[src/rtl/mips_pkg.sv]
// Shared definitions for the program loader: state encoding, UART command
// bytes and instruction-set constants.
package mips_pkg;

  localparam int INSTRUCTION_LENGTH = 32;
  localparam int PC_LENGTH          = 32;

  typedef enum logic [2:0] {
    ST_IDLE,
    ST_LOAD,
    ST_WRITE,
    ST_RUN,
    ST_STEP,
    ST_STEP_PULSE,
    ST_DONE
  } state_t;

  localparam logic [7:0] CMD_LOAD = 8'h4C;  // 'L'
  localparam logic [7:0] CMD_CONT = 8'h43;  // 'C'
  localparam logic [7:0] CMD_STEP = 8'h53;  // 'S'
  localparam logic [7:0] CMD_NEXT = 8'h4E;  // 'N'
  localparam logic [7:0] CMD_EXIT = 8'h45;  // 'E'
  localparam logic [7:0] ACK_DONE = 8'h44;  // 'D'

  localparam logic [31:0] HALT_INSTRUCTION = 32'hFC00_0000;

  function automatic logic is_halt(input logic [31:0] word);
    return word == HALT_INSTRUCTION;
  endfunction

endpackage

[src/rtl/program_loader_word_assembler.sv]
// Packs a byte stream (MSB first) into 32-bit words; word/word_ready are
// combinational views of the word completed by the current byte.
module word_assembler (
  input  logic        clk,
  input  logic        reset,
  input  logic        clear,
  input  logic        byte_valid,
  input  logic [7:0]  byte_in,
  output logic [31:0] word,
  output logic        word_ready,
  output logic [1:0]  byte_count
);

  logic [31:0] shift;
  logic [1:0]  count;

  assign word       = {shift[23:0], byte_in};
  assign word_ready = byte_valid && (count == 2'd3);
  assign byte_count = count;

  always_ff @(posedge clk or posedge reset) begin
    if (reset) begin
      shift <= '0;
      count <= '0;
    end else if (clear) begin
      shift <= '0;
      count <= '0;
    end else if (byte_valid) begin
      shift <= word;
      count <= count + 2'd1;
    end
  end

endmodule

[src/rtl/program_loader.sv]
// Loads a program from the UART into instruction memory, then runs the
// pipeline continuously or one cycle per step command.
module program_loader #(
  parameter int INSTRUCTION_LENGTH = 32,
  parameter int PC_LENGTH          = 32,
  parameter int MEM_WORDS          = 64
) (
  input  logic                          clk,
  input  logic                          reset,
  input  logic [7:0]                    rx_data,
  input  logic                          rx_valid,
  input  logic                          halt_detected,
  input  logic                          tx_busy,
  output logic [7:0]                    tx_data,
  output logic                          tx_start,
  output logic                          wr_memory_instruction_enable,
  output logic [INSTRUCTION_LENGTH-1:0] instruction_to_write,
  output logic [PC_LENGTH-1:0]          address_to_write,
  output logic                          mips_enable,
  output logic                          pc_enable
);

  import mips_pkg::*;

  localparam logic [PC_LENGTH-1:0] LAST_ADDRESS = PC_LENGTH'((MEM_WORDS - 1) * 4);
  localparam logic [PC_LENGTH-1:0] WORD_BYTES   = PC_LENGTH'(4);

  state_t      state;
  state_t      state_next;
  logic        asm_clear;
  logic        asm_valid;
  logic [31:0] asm_word;
  logic        asm_ready;
  logic [1:0]  asm_count;
  logic        write_last;
  logic        send_ack;

  assign asm_valid = rx_valid && (state == ST_LOAD);

  word_assembler u_word_assembler (
    .clk        (clk),
    .reset      (reset),
    .clear      (asm_clear),
    .byte_valid (asm_valid),
    .byte_in    (rx_data),
    .word       (asm_word),
    .word_ready (asm_ready),
    .byte_count (asm_count)
  );

  assign write_last = is_halt(32'(instruction_to_write)) ||
                      (address_to_write == LAST_ADDRESS);
  assign send_ack   = (state == ST_DONE) && !tx_busy;

  always_comb begin
    state_next = state;
    asm_clear  = 1'b0;
    unique case (state)
      ST_IDLE: begin
        if (rx_valid) begin
          unique case (rx_data)
            CMD_LOAD: begin
              state_next = ST_LOAD;
              asm_clear  = 1'b1;
            end
            CMD_CONT: state_next = ST_RUN;
            CMD_STEP: state_next = ST_STEP;
            default:  state_next = ST_IDLE;
          endcase
        end
      end
      ST_LOAD: begin
        if (asm_ready) state_next = ST_WRITE;
      end
      ST_WRITE: begin
        state_next = write_last ? ST_IDLE : ST_LOAD;
      end
      ST_RUN: begin
        if (halt_detected) state_next = ST_DONE;
      end
      ST_STEP: begin
        // halt has priority; a byte arriving alongside it is dropped
        if (halt_detected) begin
          state_next = ST_DONE;
        end else if (rx_valid) begin
          if (rx_data == CMD_NEXT)      state_next = ST_STEP_PULSE;
          else if (rx_data == CMD_EXIT) state_next = ST_IDLE;
        end
      end
      ST_STEP_PULSE: begin
        state_next = halt_detected ? ST_DONE : ST_STEP;
      end
      ST_DONE: begin
        if (!tx_busy) state_next = ST_IDLE;
      end
      default: state_next = ST_IDLE;
    endcase
  end

  always_ff @(posedge clk or posedge reset) begin
    if (reset) begin
      state <= ST_IDLE;
    end else begin
      state <= state_next;
    end
  end

  // Outputs are registered from the next state so each strobe lines up
  // with the cycle the FSM actually spends in the corresponding state.
  always_ff @(posedge clk or posedge reset) begin
    if (reset) begin
      wr_memory_instruction_enable <= 1'b0;
      instruction_to_write         <= '0;
      address_to_write             <= '0;
      mips_enable                  <= 1'b0;
      pc_enable                    <= 1'b0;
      tx_start                     <= 1'b0;
      tx_data                      <= '0;
    end else begin
      wr_memory_instruction_enable <= (state_next == ST_WRITE);
      mips_enable <= (state_next == ST_RUN) || (state_next == ST_STEP_PULSE);
      pc_enable   <= (state_next == ST_RUN) || (state_next == ST_STEP_PULSE);
      tx_start    <= send_ack;
      if (send_ack) tx_data <= ACK_DONE;
      if (asm_ready) instruction_to_write <= INSTRUCTION_LENGTH'(asm_word);
      if (asm_clear) begin
        address_to_write <= '0;
      end else if ((state == ST_WRITE) && (state_next == ST_LOAD)) begin
        address_to_write <= address_to_write + WORD_BYTES;
      end
    end
  end

endmodule

[config.mk]
export PLATFORM = sky130hd
export DESIGN_NAME = program_loader
export DESIGN_NICKNAME = d
export VERILOG_FILES = /design/src/rtl/mips_pkg.sv /design/src/rtl/program_loader_word_assembler.sv /design/src/rtl/program_loader.sv
export SDC_FILE = /design/constraint.sdc
export NUM_CORES = 1
export LEC_CHECK = 0
export CORE_UTILIZATION = 40
export DETAILED_ROUTE_END_ITERATION = 10
export GPL_ROUTABILITY_DRIVEN = 0
export PLACE_DENSITY = 0.74
export SKIP_LAST_GASP = 1
export SYNTH_ARGS = -nofsm -noshare
export SYNTH_HDL_FRONTEND = slang
export SYNTH_HIERARCHICAL = 1
export SYNTH_SLANG_ARGS = --single-unit
export TNS_END_PERCENT = 1
[constraint.sdc]
create_clock -name clk -period 3.65 [get_ports clk]
set_input_delay 0.365 -clock clk [delete_from_list [all_inputs] [get_ports clk]]
set_output_delay 0.365 -clock clk [all_outputs]
set_load 0.02 [all_outputs]
==> results of run 1 <==
power by group through the flow:
stage	logic, W	clock network (W)	registers [W]
2_1_floorplan	0.000944	0	0.00198
3_3_place_gp	0.00173	0	0.00185
3_5_place_dp	0.00178	0	0.00186
4_1_cts	0.00180	0.00108	0.00185
5_1_grt	0.00196	0.00112	0.00191
6_report	0.00180	0.00106	0.00185
layout by cell type (no fill, tap or decap), types with 12 or more instances in the layout:
cell,instances
dfrtp_1,95
clkdlybuf4s50_1,80
nor2_1,38
mux2_2,32
mux2i_1,28
a21oi_1,21
nand2_1,17
o21ai_0,14
nand3_1,13
o31ai_1,12
worst reg2reg max path: cells and delay by family, from the launching register on:
kind / cells / cell delay, ps
AO/OA/AOI/OAI: 3 / 1290
flip-flops: 1 / 400
AND/OR/NAND/NOR: 2 / 880
cell families after synthesis:
kind of cell	after synthesis	synth area share [%]
multiplexers	60	13.69
XOR/XNOR	2	0.3745
AO/OA/AOI/OAI	62	8.799
flip-flops	95	50.82
other	1	0.08016
AND/OR/NAND/NOR	150	18.59
buffers and inverters	47	6.847
adder cells (fa/ha/maj)	3	0.8024
flip-flops by register name (all words and copies together), names as in the netlist:
signal	count
tx_data	1
state	3
address_to_write	30
u_word_assembler/byte_count	2
wr_memory_instruction_enable	1
instruction_to_write	32
pc_enable	1
u_word_assembler/shift	24
tx_start	1
area by class of cell:
| cell class | count | area [sq um] | share of cell area [%] |
|---|---|---|---|
| sequential | 95 | 2377 | 41.09 |
| multi-input combinational | 285 | 2007 | 34.69 |
| timing repair buffer | 85 | 850.8 | 14.71 |
| clock buffer | 10 | 229.0 | 3.958 |
| tap | 143 | 178.9 | 3.093 |
| clock inverter | 6 | 108.9 | 1.881 |
| inverter | 9 | 33.78 | 0.5839 |
layer usage:
layer,up-vias,global-route usage (%)
li1,1642,-
met1,1800,25.34
met2,138,32.59
met3,15,4.115
met4,0,7.143
met5,-,0
through the flow:
step / std cells / cell area, sq um / hold slack (ps)
finish: 633 / 5786 / 326.2
global route: 633 / 5786 / 339.9
detailed placement: 617 / 5448 / 500.4
global placement: 617 / 5448 / 484.3
floorplan: 427 / 4705 / 405.0
CTS: 633 / 5786 / 325.2
worst min-delay path by stage:
stage,depth (start not counted),to,from
4_1_cts,2,instruction_to_write[14]$_DFFE_PP0P_,reset
5_1_grt,2,instruction_to_write[14]$_DFFE_PP0P_,reset
3_5_place_dp,1,tx_data[2]$_DFFE_PP0P_,tx_data[2]$_DFFE_PP0P_
2_1_floorplan,1,u_word_assembler/byte_count[0]$_DFFE_PP0P_,reset
3_3_place_gp,1,tx_data[2]$_DFFE_PP0P_,tx_data[2]$_DFFE_PP0P_
6_report,2,instruction_to_write[14]$_DFFE_PP0P_,reset
==> summary.txt, run 1 <==
Setup path
  • Worst flop-to-flop path endpoint: address_to_write[19]$_DFFE_PP0P_
  • Critical path peak fanout: 23
  • R2R depth: 5
  • Critical Path, Cell by Cell: nor4_1 > nand4_1 > o211ai_2 > o31ai_1 > a21oi_1
  • CP Data Required Time: 3910 ps
  • Top Family by Delay on Critical Path: compound AO/OA/AOI/OAI gates
  • Worst r2r src: instruction_to_write[21]$_DFFE_PP0P_
  • Critical path buffers and inverters: 0
  • Worst Setup SP: instruction_to_write[21]$_DFFE_PP0P_
  • Slowest Stage Delay on Critical Path: 880 ps
  • Critical Path End: address_to_write[19]$_DFFE_PP0P_
  • Crit path DAT: slightly below 3000 ps
  • Crit path kind: reg2reg
  • CP Depth: 5
  • FF-to-FF setup slack: 990 ps
  • Slowest cell on the critical path: o211ai_2
  • Worst Setup Start Kind: flip-flop
  • CP Capture Type: flip-flop

Clock network
  • Maximum clock path buffer count: 2
  • Cts repair resizes: 0
  • Hold_buf cts: 0
  • CTS root buf: clkbuf_16
  • Clk sink count: 95
  • Clock-pin slew of the registers on the worst-case setup and hold paths: 70 ps
  • Post-CTS Setup Repair Bufs: 0
  • Clock latency on the worst-skew pair: 340 ps
  • Num CTS Buffers: 9
  • H-tree levels: 3
  • CTS tree: built

Route
  • DR pass1 iterations: 7
  • Post-Route WL: 10.98 mm
  • Routed length per instance: between 15 and 20 um
  • Met1 Wirelength: 4.781 mm
  • DR vias: between 3000 and 4000
  • Residual DRC: 0
  • Avg Vias per Cell: 5.679
  • WL met3: 509 um
  • Antenna-violating nets left: 0
  • Max Used Layer: met4
  • Drt first-iter violations: 383
  • WL met2: about 5.5 mm

Placement
  • Setup Slack @ Placement: 708.2 ps
  • Hpwl dp: around 7.5 mm
  • PortBufs: 80

Global routing
  • First-pass GRT wire length: around 18 mm
  • Largest net degree at the start of global routing: 58
  • Initial antenna violation count: 0
  • All-Layer GR Usage: 19.62%
  • Vias in the first global route: 3517
  • GRT overflow: 0

Power and ir drop
  • Sw power: ~0.0018 W
  • Combinational Power Share: about two fifths
  • Power, Total: 0.004709 W
  • Share of power burned in registers: 39.3%
  • Pint: between 0.002 and 0.003 W
  • Switching Fraction: 37.50%
  • Clock power frac: 22.5%
  • Lkg Pwr: about 2.4 nW
  • Peak supply drop: roughly 420 uV
  • Power density over the cells: 814.0 mW/mm^2

Synth
  • Yosys warnings: 6
  • Post-synthesis async set-or-reset flop share: 100.0%
  • Area leader, netlist: dfrtp_1
  • Post-synthesis sequential area ratio: 50.82%
  • Top post-synthesis cells by count: dfrtp_1 (95), nor2_1 (38), mux2_2 (32)
  • EDFF count, synth: 0
  • Syn Inst Count: 420
  • Syn_area_per_cell: ~11 sq um
  • Area contributors post-synth: dfrtp_1 (51%), mux2_2 (7.7%), mux2i_1 (6.0%), buf_4 (3.2%), nor2_1 (3.0%)
  • Share of the synthesized area in the top cell type: between 50% and 60%
  • Cell with the most instances after synthesis: dfrtp_1
  • Ys flop type: dfrtp_1
  • Synth unique cells: 54
  • Register bit count reported by yosys: 95
  • Post-synthesis cell area: around 0.0047 sq mm

Die
  • Site row count: 39
  • Boundary pin count: 89
  • Die Area: 0.01213 sq mm
  • Core ar.: 0.01142 sq mm
  • Die X-Extent: ~110 um
  • Initial core utilization: 40.97%
  • Die Y: ~110 um

STA
  • Final Hold Viols: 0
  • Worst Clk Skew: 6.198 ps
  • Fmax: 376.3 MHz
  • Fin crit share: 72.80%
  • Unrepaired setup endpoints after global routing: false
  • Pins Over Slew Limit: 0
  • Worst slew pin tran: ~1000 ps
  • Final setup margin: 992.8 ps
  • Total negative slack: 0 ps
  • Setup violators final: 0
  • Minimum clock period: 2657 ps
  • Max transition margin: between 30% and 40%

Cells and area
  • Nets@finish: 501
  • Syn-to-layout area delta: 23.67%
  • Ant diodes: 0
  • Layout cells sized above 1: 13.67%
  • # fillers: 1020
  • Layout Utilization: 50.67%

Run status
  • Status: completed

Job
  • MaxCap Viol Count: 0

Hold path
  • Worst hold path type: in2async
Note: power is estimated with default switching activity, not from simulation.
==> inputs of run 2 (changes only) <==
--- a/config.mk
+++ b/config.mk
@@ -8,7 +8,7 @@
 export CORE_UTILIZATION = 40
 export DETAILED_ROUTE_END_ITERATION = 10
 export GPL_ROUTABILITY_DRIVEN = 0
-export PLACE_DENSITY = 0.74
+export PLACE_DENSITY = 0.77
 export SKIP_LAST_GASP = 1
 export SYNTH_ARGS = -nofsm -noshare
 export SYNTH_HDL_FRONTEND = slang
==> constraint.sdc (replaced) <==
create_clock -name clk -period 2.24 [get_ports clk]
set_input_delay 0.224 -clock clk [delete_from_list [all_inputs] [get_ports clk]]
set_output_delay 0.224 -clock clk [all_outputs]
set_load 0.02 [all_outputs]
==> run 2 against run 1 <==
Net effect:
- final cell count increased by 2.8%
- die area did not move
- count of clock-buffer cells in the layout stayed put
- hold slack got worse by 60 ps
- sequential share of layout area fell by 0.82 points
- total power increased by 60%
- via count up 0.39%
- maximum frequency up 29%
- register-to-register slack got worse by 820 ps
==> summary.txt, run 2 (synthesis gave the netlist of run 1 again) <==
Setup path
  • Worst flop-to-flop path endpoint: address_to_write[31]$_DFFE_PP0P_
  • CP Data Required Time: between 2000 and 3000 ps
  • Worst Setup Start Kind: flip-flop
  • R2R depth: 6
  • CP Capture Type: flip-flop
  • Crit path kind: reg2reg
  • Crit path DAT: 2330 ps
  • Worst Setup SP: address_to_write[4]$_DFFE_PP0P_
  • Critical path peak fanout: 23
  • FF-to-FF setup slack: 170 ps
  • Worst r2r src: address_to_write[4]$_DFFE_PP0P_

Cells and area
  • Commonest non-fill, non-tap cell in the layout: dfrtp_1
  • Biggest regs: instruction_to_write: 32 flops, address_to_write: 30 flops, u_word_assembler/shift: 24 flops
  • Layout Utilization: 51.70%
  • Ant diodes: 0
  • Largest register FFs: 32
  • Syn-to-layout area delta: 26.18%
  • Largest reg by FF count: instruction_to_write
  • Final Cell Area: 0.005903 sq mm
  • Layout cells sized above 1: 17.13%
  • # fillers: around 990
  • Final Non-Filler Cells: between 600 and 700
  • Most frequent cells in the layout: dfrtp_1 (95), clkdlybuf4s50_1 (80), nor2_1 (38)
  • Nets@finish: 519

STA
  • Final Hold Viols: 0
  • Fin crit share: 92.21%
  • Worst Clk Skew: ~12 ps
  • Max transition margin: between 60 and 70%
  • Setup violators final: 0
  • Unrepaired setup endpoints after global routing: false
  • Pins Over Slew Limit: 0
  • Worst slew pin tran: 507.2 ps
  • Fmax: 484.2 MHz
  • Minimum clock period: around 2100 ps

Route
  • Avg Vias per Cell: around 5.5
  • Antenna-violating nets left: 0
  • Post-Route WL: 11.15 mm
  • DR vias: 3609
  • Residual DRC: 0
  • DR pass1 iterations: 4
  • Routed length per instance: between 15 and 20 um
  • Drt first-iter violations: ~250

Clock network
  • Clk sink count: 95
  • Num CTS Buffers: 9
  • CTS root buf: clkbuf_16
  • Post-CTS Setup Repair Bufs: 0
  • Clock latency on the worst-skew pair: 340 ps
  • Maximum clock path buffer count: 2
  • CTS tree: built
  • Clock-pin slew of the registers on the worst-case setup and hold paths: about 70 ps
  • H-tree levels: 3

Global routing
  • All-Layer GR Usage: 19.72%
  • GRT overflow: 0
  • First-pass GRT wire length: 18.14 mm
  • Vias in the first global route: 3512
  • Largest net degree at the start of global routing: 27
  • Initial antenna violation count: 0

Run status
  • Status: completed

Die
  • Site row count: 39
  • Die Y: 110.1 um
  • Die Area: around 0.012 sq mm
  • Core ar.: between 0.01 and 0.015 sq mm
  • Boundary pin count: 89
  • Die X-Extent: 110.1 um
  • Initial core utilization: 40.97%

Power and ir drop
  • Lkg Pwr: about 2.5 nW
  • Peak supply drop: 681.8 uV
  • Power, Total: 0.007522 W
  • Power density over the cells: 1274 mW/mm^2

Placement
  • DP Area: 0.005608 sq mm
  • PortBufs: 80
  • Hpwl dp: 8.062 mm
  • # placed instances: 635

Job
  • MaxCap Viol Count: 0

Hold path
  • Worst hold path type: in2async
## run 2: timing repair
item                       CTS  global route
hold buffers                 0             0
setup endpoints to repair    0             1
resized for setup            0             1
## run 2: layer usage
layer / share of wire, % / global-route usage (%)
met5: 0 / 0
met4: 1.2 / 7.519
met3: 5.7 / 3.762
met2: 48 / 30.58
met1: 45 / 27.45
## run 2: power breakdown
| group | internal [W] | switching [W] | leakage [nW] |
|---|---|---|---|
| registers | 0.00233 | 0.000681 | 1.11 |
| logic | 0.00144 | 0.00160 | 1.22 |
| clock network | 0.000799 | 0.000678 | 0.141 |
| total | 0.00457 | 0.00295 | 2.46 |
## run 2: metrics by stage
step	setup slack [ps]	TNS [ps]	hold slack (ps)
after floorplan	-26.38	-553.0	264.0
after global placement	87.88	0	476.5
after detailed placement	49.42	0	497.2
after CTS	186.4	0	280.6
after global routing	34.66	0	294.4
final	174.5	0	266.6
## run 2: worst max-delay path by stage
stage                                                   to  slack [ps]
floorplan             instruction_to_write[10]$_DFFE_PP0P_         -30
global placement    u_word_assembler/shift[15]$_DFFE_PP0P_          90
detailed placement        address_to_write[20]$_DFFE_PP0P_          50
CTS                       address_to_write[31]$_DFFE_PP0P_         190
global route              address_to_write[27]$_DFFE_PP0P_          30
finish                    address_to_write[31]$_DFFE_PP0P_         170
## run 2: final cells by class
type                            count  area, sq um  share of cell area [%]
Clock inverter                      6        50.05                  0.8478
Tap cell                          143        178.9                   3.031
Clock buffer                       10        239.0                   4.048
Sequential cell                    95         2377                   40.27
Inverter                            9        33.78                  0.5723
Multi-Input combinational cell    285         2013                   34.10
Timing Repair Buffer              103         1011                   17.13
## run 2: critical path, cell delays in order (launching register included)
cell	delay, ps
dfrtp_1	490
nand4_1	260
nor3_1	250
o211ai_2	150
buf_12	190
or4_1	500
a21oi_1	160
==> inputs of run 3 (changes only) <==
--- a/config.mk
+++ b/config.mk
@@ -5,10 +5,10 @@
 export SDC_FILE = /design/constraint.sdc
 export NUM_CORES = 1
 export LEC_CHECK = 0
-export CORE_UTILIZATION = 40
+export CORE_UTILIZATION = 47
 export DETAILED_ROUTE_END_ITERATION = 10
 export GPL_ROUTABILITY_DRIVEN = 0
-export PLACE_DENSITY = 0.77
+export PLACE_DENSITY = 0.86
 export SKIP_LAST_GASP = 1
 export SYNTH_ARGS = -nofsm -noshare
 export SYNTH_HDL_FRONTEND = slang
==> run 3 against run 2 <==
Net effect:
- critical path depth rose by 2
- hold slack got worse by 41 ps
- routed wire length fell by 4.3%
- clock skew rose by 9.4 ps
- non-clock buffer count fell by 2
- worst setup slack got worse by 24 ps
- final area fell by 1.8%
- sequential share of layout area rose by 0.75 points
- core utilization rose by 7.9 points
- flip-flop and latch count did not move
- sequential power barely moved
- count of clock-buffer cells in the layout fell by 1
- highest routed layer unchanged
==> summary.txt, run 3 (synthesis gave the netlist of run 1 again) <==
Die
  • Die X-Extent: 101.8 um
  • Die Y: between 100 and 150 um
  • Die Area: roughly 0.010 sq mm
  • Site row count: 36
  • Initial core utilization: around half
  • Boundary pin count: 89
  • Core ar.: 0.009729 sq mm

Route
  • Avg Vias per Cell: 5.742
  • DR pass1 iterations: 5
  • Residual DRC: 0
  • Post-Route WL: between 10 and 15 mm
  • Routed length per instance: 16.69 um
  • Drt first-iter violations: 247
  • DR vias: ~3700
  • Antenna-violating nets left: 0

STA
  • Minimum clock period: ~2100 ps
  • Fin crit share: 93.27%
  • Fmax: 478.6 MHz
  • Worst Clk Skew: 21.88 ps
  • Setup violators final: 0
  • Final Hold Viols: 0
  • Unrepaired setup endpoints after global routing: false
  • Total negative slack: 0 ps
  • Final setup margin: 150.7 ps
  • Pins Over Slew Limit: 0

Setup path
  • Worst Setup SP: instruction_to_write[21]$_DFFE_PP0P_
  • Crit path kind: reg2reg
  • CP Data Required Time: 2550 ps
  • Worst Setup Start Kind: flip-flop
  • Critical path peak fanout: 22
  • Crit path DAT: 2400 ps
  • CP Capture Type: flip-flop
  • Worst r2r src: instruction_to_write[21]$_DFFE_PP0P_

Cells and area
  • Largest reg by FF count: instruction_to_write
  • Commonest non-fill, non-tap cell in the layout: dfrtp_1
  • Largest register FFs: 32
  • # fillers: 804
  • Biggest regs: instruction_to_write: 32 flops, address_to_write: 30 flops, u_word_assembler/shift: 24 flops
  • Final Non-Filler Cells: between 600 and 700
  • Syn-to-layout area delta: 23.88%
  • Most frequent cells in the layout: dfrtp_1 (95), clkdlybuf4s50_1 (80), nor2_1 (38)
  • Final Cell Area: 0.005796 sq mm
  • Nets@finish: roughly 520
  • Ant diodes: 0
  • Layout cells sized above 1: 16.60%

Global routing
  • Grt met1 use: 28.73%
  • Largest net degree at the start of global routing: 70
  • GRT overflow: 0
  • Initial antenna violation count: 0
  • First-pass GRT wire length: around 17 mm
  • Met3 Use GR: 5.245%
  • Gr busiest metal: met2
  • GR met2 Demand/Resource: 35.34%
  • All-Layer GR Usage: 21.93%
  • Vias in the first global route: approximately 3500

Clock network
  • CTS tree: built
  • CTS root buf: clkbuf_8
  • Clock-pin slew of the registers on the worst-case setup and hold paths: 110 ps
  • Hold_buf cts: 0
  • Cts repair resizes: 0
  • H-tree levels: 3
  • Post-CTS Setup Repair Bufs: 0
  • Clock latency on the worst-skew pair: 380 ps
  • Clk sink count: 95
  • Num CTS Buffers: 9
  • Maximum clock path buffer count: 2

Power and ir drop
  • Power density over the cells: 1233 mW/mm^2
  • Lkg Pwr: 2.417 nW
  • Peak supply drop: 714.1 uV

Run status
  • Status: completed

Placement
  • Hpwl dp: 7.536 mm
  • Setup Slack @ Placement: 83.81 ps
  • PortBufs: 80
  • # placed instances: 623
  • DP Area: between 0.005 and 0.006 sq mm

Job
  • MaxCap Viol Count: 0

Hold path
  • Worst hold path type: in2async
run 3: through the flow:
| step | util, % | hold slack [ps] | total power, W |
|---|---|---|---|
| 2_1_floorplan | - | 264.0 | 0.004763 |
| 3_3_place_gp | 57.48 | 475.1 | 0.005848 |
| 3_5_place_dp | 57.48 | 484.9 | 0.006008 |
| 4_1_cts | 59.57 | 234.6 | 0.007157 |
| 5_1_grt | 59.57 | 257.2 | 0.007570 |
| 6_report | 59.57 | 225.8 | 0.007148 |
run 3: worst max-delay path, cell delays in order, from the launching register on:
cell	delay [ps]
dfrtp_1	430
nor4_1	480
buf_4	190
nand4_1	60
buf_4	170
o211ai_1	150
buf_4	260
o21ai_0	140
a21oi_1	130
run 3: cell type report:
type,count,area [sq um],share of cell area (%)
timing repair buffer,101,1008,17.40
sequential,95,2377,41.02
multi-input combinational,285,2007,34.63
clock buffer,9,123.9,2.137
clock inverter,7,78.83,1.360
tap,133,166.4,2.871
inverter,9,33.78,0.5829
run 3: report_power, final:
part | switching, W | total [W] | internal (W)
registers | 0.000674 | 0.00300 | 0.00233
clock network | 0.000692 | 0.00114 | 0.000450
logic | 0.00157 | 0.00301 | 0.00144
run 3: path summary, 6_finish.rpt:
kind,to,slack (ps),cells after the start
max in group asynchronous,instruction_to_write[29]$_DFFE_PP0P_,1660,3
hold reg to reg,instruction_to_write[30]$_DFFE_PP0P_,510,1
min in group clk,tx_start$_DFF_PP0_,440,2
hold / removal,instruction_to_write[27]$_DFFE_PP0P_,230,3
setup / recovery,address_to_write[24]$_DFFE_PP0P_,150,8
setup reg to reg,address_to_write[24]$_DFFE_PP0P_,150,8
run 3: layer usage:
metal | part of all wire (%) | vias to the layer above | routed length, um
li1 | - | 1683 | -
met1 | 43 | 1832 | 4563
met2 | 50 | 132 | 5340
met3 | 5.2 | 22 | 559
met4 | 1.9 | 0 | 204
met5 | 0 | - | 0
